--- src/rtl/rsa_pkg.sv ---
`default_nettype none
// +-----------------------------------------------------------------------+
// | Module   : rsa_pkg                                                    |
// | Brief    : Shared RSA datapath types and default operand sizes.       |
// | Revision : 1.0                                                        |
// +-----------------------------------------------------------------------+
package rsa_pkg;

  typedef enum logic [1:0] {
    ST_IDLE = 2'd0,
    ST_RUN  = 2'd1,
    ST_DONE = 2'd2
  } state_t;

  localparam int DEF_WIDTH     = 256;
  localparam int DEF_MAX_SHIFT = 256;

endpackage
`default_nettype wire

--- src/rtl/mod_shift_preproc_if.sv ---
`default_nettype none
// +-----------------------------------------------------------------------+
// | Module   : mod_shift_preproc_if                                       |
// | Brief    : Request/result handshake bundle of the shift pre-processor.|
// | Revision : 1.0                                                        |
// +-----------------------------------------------------------------------+
interface mod_shift_preproc_if
  import rsa_pkg::*;
#(
  parameter int WIDTH   = DEF_WIDTH,
  parameter int SHIFT_W = 9
);
  logic               in_valid;
  logic               in_ready;
  logic [WIDTH-1:0]   m;
  logic [WIDTH-1:0]   n;
  logic [SHIFT_W-1:0] shift;
  logic               abort;
  logic               out_valid;
  logic               out_ready;
  logic [WIDTH-1:0]   out;
  logic               err;
  logic               busy;

  modport master (
    output in_valid, m, n, shift, abort, out_ready,
    input  in_ready, out_valid, out, err, busy
  );

  modport slave (
    input  in_valid, m, n, shift, abort, out_ready,
    output in_ready, out_valid, out, err, busy
  );
endinterface
`default_nettype wire

--- src/rtl/mod_double_step.sv ---
`default_nettype none
// +-----------------------------------------------------------------------+
// | Module   : mod_double_step                                            |
// | Brief    : Combinational (2r + b) mod n, assuming r < n.              |
// | Revision : 1.0                                                        |
// +-----------------------------------------------------------------------+
module mod_double_step #(
  parameter int WIDTH = 256
) (
  input  logic [WIDTH-1:0] r,
  input  logic             b,
  input  logic [WIDTH-1:0] n,
  output logic [WIDTH-1:0] res
);
  logic [WIDTH:0]   w_t;
  logic             w_ge;
  logic [WIDTH-1:0] w_low;

  // t < 2n, so the true difference always fits in WIDTH bits and the
  // WIDTH-bit wrap-around subtraction gives the exact result.
  assign w_t   = {r, b};
  assign w_ge  = (w_t >= {1'b0, n});
  assign w_low = w_t[WIDTH-1:0];
  assign res   = w_ge ? (w_low - n) : w_low;
endmodule
`default_nettype wire

--- src/rtl/mod_shift_preproc.sv ---
`default_nettype none
// +-----------------------------------------------------------------------+
// | Module   : mod_shift_preproc                                          |
// | Brief    : Bit-serial (m * 2^shift) mod n pre-processor.              |
// | Revision : 1.0                                                        |
// +-----------------------------------------------------------------------+
module mod_shift_preproc
  import rsa_pkg::*;
#(
  parameter int WIDTH     = DEF_WIDTH,
  parameter int MAX_SHIFT = DEF_MAX_SHIFT,
  parameter int SHIFT_W   = 9
) (
  input  logic               clk,
  input  logic               reset,
  mod_shift_preproc_if.slave bus
);
  localparam int                 c_cnt_w     = $clog2(WIDTH + MAX_SHIFT + 1);
  localparam logic [SHIFT_W-1:0] c_max_shift = SHIFT_W'(MAX_SHIFT);

  state_t             r_state;
  state_t             w_state_next;
  logic [WIDTH-1:0]   r_m;
  logic [WIDTH-1:0]   r_n;
  logic [WIDTH-1:0]   r_r;
  logic [c_cnt_w-1:0] r_cnt;
  logic [WIDTH-1:0]   r_out;
  logic               r_err;
  logic [SHIFT_W-1:0] w_shift_sat;
  logic [c_cnt_w-1:0] w_steps;
  logic [WIDTH-1:0]   w_next_r;
  logic               w_last;

  assign w_shift_sat = (bus.shift > c_max_shift) ? c_max_shift : bus.shift;
  assign w_steps     = c_cnt_w'(WIDTH) + c_cnt_w'(w_shift_sat);
  assign w_last      = (r_cnt == c_cnt_w'(1));

  // m is shifted out MSB first; after WIDTH steps it is all zeros, which
  // supplies the b=0 doubling steps for the shift part for free.
  mod_double_step #(
    .WIDTH (WIDTH)
  ) u_step (
    .r   (r_r),
    .b   (r_m[WIDTH-1]),
    .n   (r_n),
    .res (w_next_r)
  );

  always_ff @(posedge clk or posedge reset) begin
    if (reset) begin
      r_state <= ST_IDLE;
    end else begin
      r_state <= w_state_next;
    end
  end

  always_comb begin
    w_state_next  = r_state;
    bus.in_ready  = 1'b0;
    bus.out_valid = 1'b0;
    bus.busy      = 1'b0;
    case (r_state)
      ST_IDLE: begin
        bus.in_ready = 1'b1;
        if (bus.in_valid) begin
          w_state_next = (bus.n == '0) ? ST_DONE : ST_RUN;
        end
      end
      ST_RUN: begin
        bus.busy = 1'b1;
        if (bus.abort) begin
          w_state_next = ST_IDLE;
        end else if (w_last) begin
          w_state_next = ST_DONE;
        end
      end
      ST_DONE: begin
        bus.busy      = 1'b1;
        bus.out_valid = 1'b1;
        if (bus.out_ready) begin
          w_state_next = ST_IDLE;
        end
      end
      default: w_state_next = ST_IDLE;
    endcase
  end

  always_ff @(posedge clk or posedge reset) begin
    if (reset) begin
      r_m   <= '0;
      r_n   <= '0;
      r_r   <= '0;
      r_cnt <= '0;
      r_out <= '0;
      r_err <= 1'b0;
    end else begin
      case (r_state)
        ST_IDLE: begin
          if (bus.in_valid) begin
            r_m   <= bus.m;
            r_n   <= bus.n;
            r_r   <= '0;
            r_cnt <= w_steps;
            if (bus.n == '0) begin
              r_out <= '0;
              r_err <= 1'b1;
            end
          end
        end
        ST_RUN: begin
          if (!bus.abort) begin
            r_r   <= w_next_r;
            r_m   <= r_m << 1;
            r_cnt <= r_cnt - c_cnt_w'(1);
            if (w_last) begin
              r_out <= w_next_r;
              r_err <= 1'b0;
            end
          end
        end
        default: ;
      endcase
    end
  end

  assign bus.out = r_out;
  assign bus.err = r_err;
endmodule
`default_nettype wire

--- src/flat_wrapper.sv ---
// flat-port wrapper written by rule: the top's interface ports become plain ports
module mod_shift_preproc_flat import rsa_pkg::*;
#(
  parameter int WIDTH     = DEF_WIDTH,
  parameter int MAX_SHIFT = DEF_MAX_SHIFT,
  parameter int SHIFT_W   = 9
)
  (clk, reset, bus_in_valid, bus_m, bus_n, bus_shift, bus_abort, bus_out_ready, bus_in_ready, bus_out_valid, bus_out, bus_err, bus_busy);
  mod_shift_preproc_if #(.WIDTH(WIDTH), .SHIFT_W(SHIFT_W)) bus_i ();
  input  logic clk;
  input  logic reset;
  input wire logic [$bits(bus_i.in_valid)-1:0] bus_in_valid;
  input wire logic [$bits(bus_i.m)-1:0] bus_m;
  input wire logic [$bits(bus_i.n)-1:0] bus_n;
  input wire logic [$bits(bus_i.shift)-1:0] bus_shift;
  input wire logic [$bits(bus_i.abort)-1:0] bus_abort;
  input wire logic [$bits(bus_i.out_ready)-1:0] bus_out_ready;
  output wire logic [$bits(bus_i.in_ready)-1:0] bus_in_ready;
  output wire logic [$bits(bus_i.out_valid)-1:0] bus_out_valid;
  output wire logic [$bits(bus_i.out)-1:0] bus_out;
  output wire logic [$bits(bus_i.err)-1:0] bus_err;
  output wire logic [$bits(bus_i.busy)-1:0] bus_busy;
  assign bus_i.in_valid = bus_in_valid;
  assign bus_i.m = bus_m;
  assign bus_i.n = bus_n;
  assign bus_i.shift = bus_shift;
  assign bus_i.abort = bus_abort;
  assign bus_i.out_ready = bus_out_ready;
  assign bus_in_ready = bus_i.in_ready;
  assign bus_out_valid = bus_i.out_valid;
  assign bus_out = bus_i.out;
  assign bus_err = bus_i.err;
  assign bus_busy = bus_i.busy;
  mod_shift_preproc #(.WIDTH(WIDTH), .MAX_SHIFT(MAX_SHIFT), .SHIFT_W(SHIFT_W)) u_core (.clk(clk), .reset(reset), .bus(bus_i));
endmodule
--- config.mk ---
export PLATFORM = sky130hd
export DESIGN_NAME = mod_shift_preproc_flat
export DESIGN_NICKNAME = d
export VERILOG_FILES = /design/src/rtl/rsa_pkg.sv /design/src/rtl/mod_shift_preproc_if.sv /design/src/rtl/mod_double_step.sv /design/src/rtl/mod_shift_preproc.sv /design/src/flat_wrapper.sv
export SDC_FILE = /design/constraint.sdc
export NUM_CORES = 2
export LEC_CHECK = 0
export BUFFER_PORTS_ARGS = -buffer_cell sky130_fd_sc_hd__clkbuf_2
export CAP_MARGIN = 20
export CORE_ASPECT_RATIO = 0.9
export CORE_MARGIN = 10
export CORE_UTILIZATION = 25
export CTS_CLUSTER_SIZE = 14
export DETAILED_ROUTE_END_ITERATION = 7
export HOLD_SLACK_MARGIN = 0.15
export PLACE_DENSITY = 0.4
export SLEW_MARGIN = 10
export SYNTH_ARGS = -nofsm -noshare
export SYNTH_HDL_FRONTEND = slang
export SYNTH_SLANG_ARGS = --single-unit
export TNS_END_PERCENT = 50
--- constraint.sdc ---
create_clock -name clk -period 38.8 [get_ports clk]
set_input_delay 11.64 -clock clk [delete_from_list [all_inputs] [get_ports clk]]
set_output_delay 11.64 -clock clk [all_outputs]
set_load 0.02 [all_outputs]
==> flow_summary.json <==
{
  "outcome": "complete, no violations",
  "ys_warn_count": 0,
  "fill_cells": 27400,
  "layout_setup_ws_ns": 23.01,
  "drive_above_1_share": 0.172,
  "syn_area_per_cell_um2": 8.32,
  "vdd_drop_max_v": 0.0000626,
  "setup_viol": 0,
  "cp.arrival_ns": 16.40,
  "drc": 0,
  "critPathKind": "input pin to flop",
  "maxSlewHeadroom": 0.190,
  "core_area_um2": 253000,
  "via_count": 58400,
  "drt_wl_total_um": 303000,
  "drt_iter0_markers": 4148,
  "placementRows": 175,
  "dieArea_um2": 275000,
  "placed_cell_area_um2": 70900,
  "critPathRequiredTime_ns": 39.41,
  "cts_hold_buf": 0,
  "port_buffers": 785,
  "worstSetupStartpointType": "input pin",
  "initial_core_util": 0.251,
  "htreeDepth": 4,
  "track_usage": 0.211,
  "max_cap_viol_count": 0,
  "stdcell_area_um2": 75700,
  "areaGrowthSynthToFinish_pct": 19.0,
  "fin_setup_tns_ns": 0,
  "syn_area_um2": 63600,
  "multi_input_comb_area_um2": 34800,
  "fin_crit_ns": 15.79,
  "ctsRootBufferMaster": "clkbuf_16",
  "post-cts-setup-buffer-count": 0,
  "async_flop_share": 1.00,
  "wl_per_cell_um": 25.9,
  "overflow": 0,
  "cts_buffer_depth": 4,
  "viasPerCell": 4.99,
  "finalCritPeriodShare": 0.407,
  "ys_seq_elements": 1037,
  "cp_cell_sequence": "clkbuf_2 -> nor4_1 -> nand4_1 -> nor4_2 -> nand4_1 -> and2_1 -> nor2_1 -> nand2_4 -> buf_12 -> buf_4 -> buf_4 -> buf_12 -> nand2_1 -> o21ai_0",
  "ant_nets": 0,
  "cpPeakStageDelay_ns": 0.82,
  "ys_types": 85,
  "worstMarginPinSlew_ns": 1.20,
  "fmax_mhz": 63.3,
  "synth_top_flop_cell": "dfrtp_1",
  "dieWidth_um": 552,
  "die_y_um": 498,
  "dp_hpwl_um": 244000,
  "cp-end-kind": "flop",
  "rsz0062_at_grt": "false",
  "p_leak_nw": 33.7,
  "cts_buffers": 142,
  "final-seq-area_um2": 25900,
  "synth_edf_count": 0,
  "dr.pass1.iters": 5,
  "fin_skew_ns": 0.0892,
  "gp_congestion": 0.927,
  "cellPowerDensity_nw_per_um2": 68.1,
  "clock_sink_count": 1037,
  "synthCells": 7641,
  "cp_max_fo": 88,
  "cts_resized": 0,
  "finalPower_w": 0.00516,
  "cts.clk_slew.worst_paths_ns": 0.06,
  "io-pin-count": 786,
  "finalHoldViolations": 0,
  "postLayoutCoreUtil": 0.299,
  "slew_viol_final": 0,
  "worstHoldPathType": "flop to flop",
  "grt_pass1_vias": 58600,
  "slowest_stage": "nor4_1",
  "clock_latency_ns": 0.85,
  "dp_slack_ns": 21.91,
  "grt_pass1_wl_um": 432000,
  "fin_nets": 9008,
  "grt_max_degree": 245,
  "cts_tree": "done",
  "antenna_found_initial": 61,
  "synth_fp_nets": 8429,
  "yosysSeqAreaShare": 0.408
}
-- cells in the mapped netlist, types with 102 or more instances --
library cell,count,area [µm²]
dfrtp_1,1037,25900
a21oi_1,546,2730
ha_1,261,3270
mux2i_1,267,2670
nand4_1,172,1080
xor2_1,102,893
xnor2_1,148,1300
nor2_1,378,1420
inv_1,352,1320
clkbuf_1,393,1480
nor4_1,110,688
mux2_2,271,3050
o21ai_0,1136,5690
nand2_1,1594,5980
-- state kept, by name, indices dropped and copies added, names as in the netlist --
name            flops
u_core.bus.err      1
u_core.bus.out    256
u_core.r_cnt       10
u_core.r_m        256
u_core.r_n        256
u_core.r_r        256
u_core.r_state      2
-- stage by stage --
stage               instances  hold WS (ns)
floorplan                7641         0.438
global placement        11400         0.459
detailed placement      11400         0.459
CTS                     11700         0.470
global route            11700         0.498
finish                  11700         0.468
-- final cells by class --
| class | instances | share of cell area |
|---|---|---|
| Tap cell | 3363 | 0.0556 |
| Inverter | 353 | 0.0176 |
| Antenna cell | 15 | 0.000496 |
| Timing Repair Buffer | 876 | 0.0623 |
| Clock inverter | 41 | 0.00691 |
| Multi-Input combinational cell | 5810 | 0.460 |
| Clock buffer | 204 | 0.0542 |
| Sequential cell | 1037 | 0.343 |
-- layout by cell type (no fill, tap or decap), types with 60 or more instances in the layout --
cell / Yosys / layout
xor2_1: 102 / 102
nor3_1: 86 / 85
nor2_1: 378 / 374
xnor2_1: 148 / 148
dfrtp_1: 1037 / 1037
mux2_2: 271 / 271
nand2_1: 1594 / 1591
ha_1: 261 / 260
clkbuf_2: 0 / 785
clkbuf_16: 0 / 145
nand4_1: 172 / 172
o21bai_1: 60 / 60
a21o_1: 87 / 87
a21oi_1: 546 / 545
inv_1: 352 / 350
o21ai_0: 1136 / 1136
nor4_1: 110 / 97
buf_4: 3 / 83
mux2i_1: 267 / 267
-- kinds of logic (layout without fill, tap and decap cells) --
kind of cell	Yosys count	in the layout	share of synthesized area
AO/OA/AOI/OAI	2215	2215	0.198
XOR/XNOR	250	250	0.0344
adder cells (fa/ha/maj)	262	262	0.0517
buffers and inverters	794	1474	0.0473
flip-flops	1037	1037	0.408
multiplexers	538	538	0.0900
other	0	15	0
AND/OR/NAND/NOR	2545	2545	0.171
-- routing by layer --
metal	vias to the layer above	track usage	routed length (µm)
met5	-	0	537
met4	78	0.0460	7250
met3	359	0.0438	17500
met2	1616	0.339	136000
met1	28400	0.292	141000
li1	27900	-	-
-- power breakdown --
| group | internal [W] | leakage [nW] | switching, W | total, W |
|---|---|---|---|---|
| Clock | 0.000801 | 2.27 | 0.000530 | 0.00133 |
| Combinational | 0.000703 | 17.9 | 0.00156 | 0.00226 |
| Sequential | 0.00138 | 13.5 | 0.000182 | 0.00156 |
| Total | 0.00288 | 33.7 | 0.00227 | 0.00516 |
-- critical path, delay by kind of cell --
kind	cells	cell delay [ns]
compound gates	1	0.07
buf+inv	5	1.60
simple gates	8	2.97
-- final timing paths --
| check | end | slack, ns | cells after the start | startpoint |
|---|---|---|---|---|
| setup / recovery | u_core.bus.out[164] | 23.01 | 14 | bus_n[203] |
| hold / removal | u_core.bus.out[166] | 0.47 | 2 | u_core.bus.out[166] |
| setup reg to reg | u_core.r_r[84] | 31.62 | 19 | u_core.r_n[2] |
| hold reg to reg | u_core.bus.out[166] | 0.47 | 2 | u_core.bus.out[166] |
| max in group asynchronous | u_core.r_m[172] | 23.99 | 7 | reset |
| min in group asynchronous | u_core.r_n[108] | 10.81 | 2 | reset |
Power figures use the tool's default switching activity.
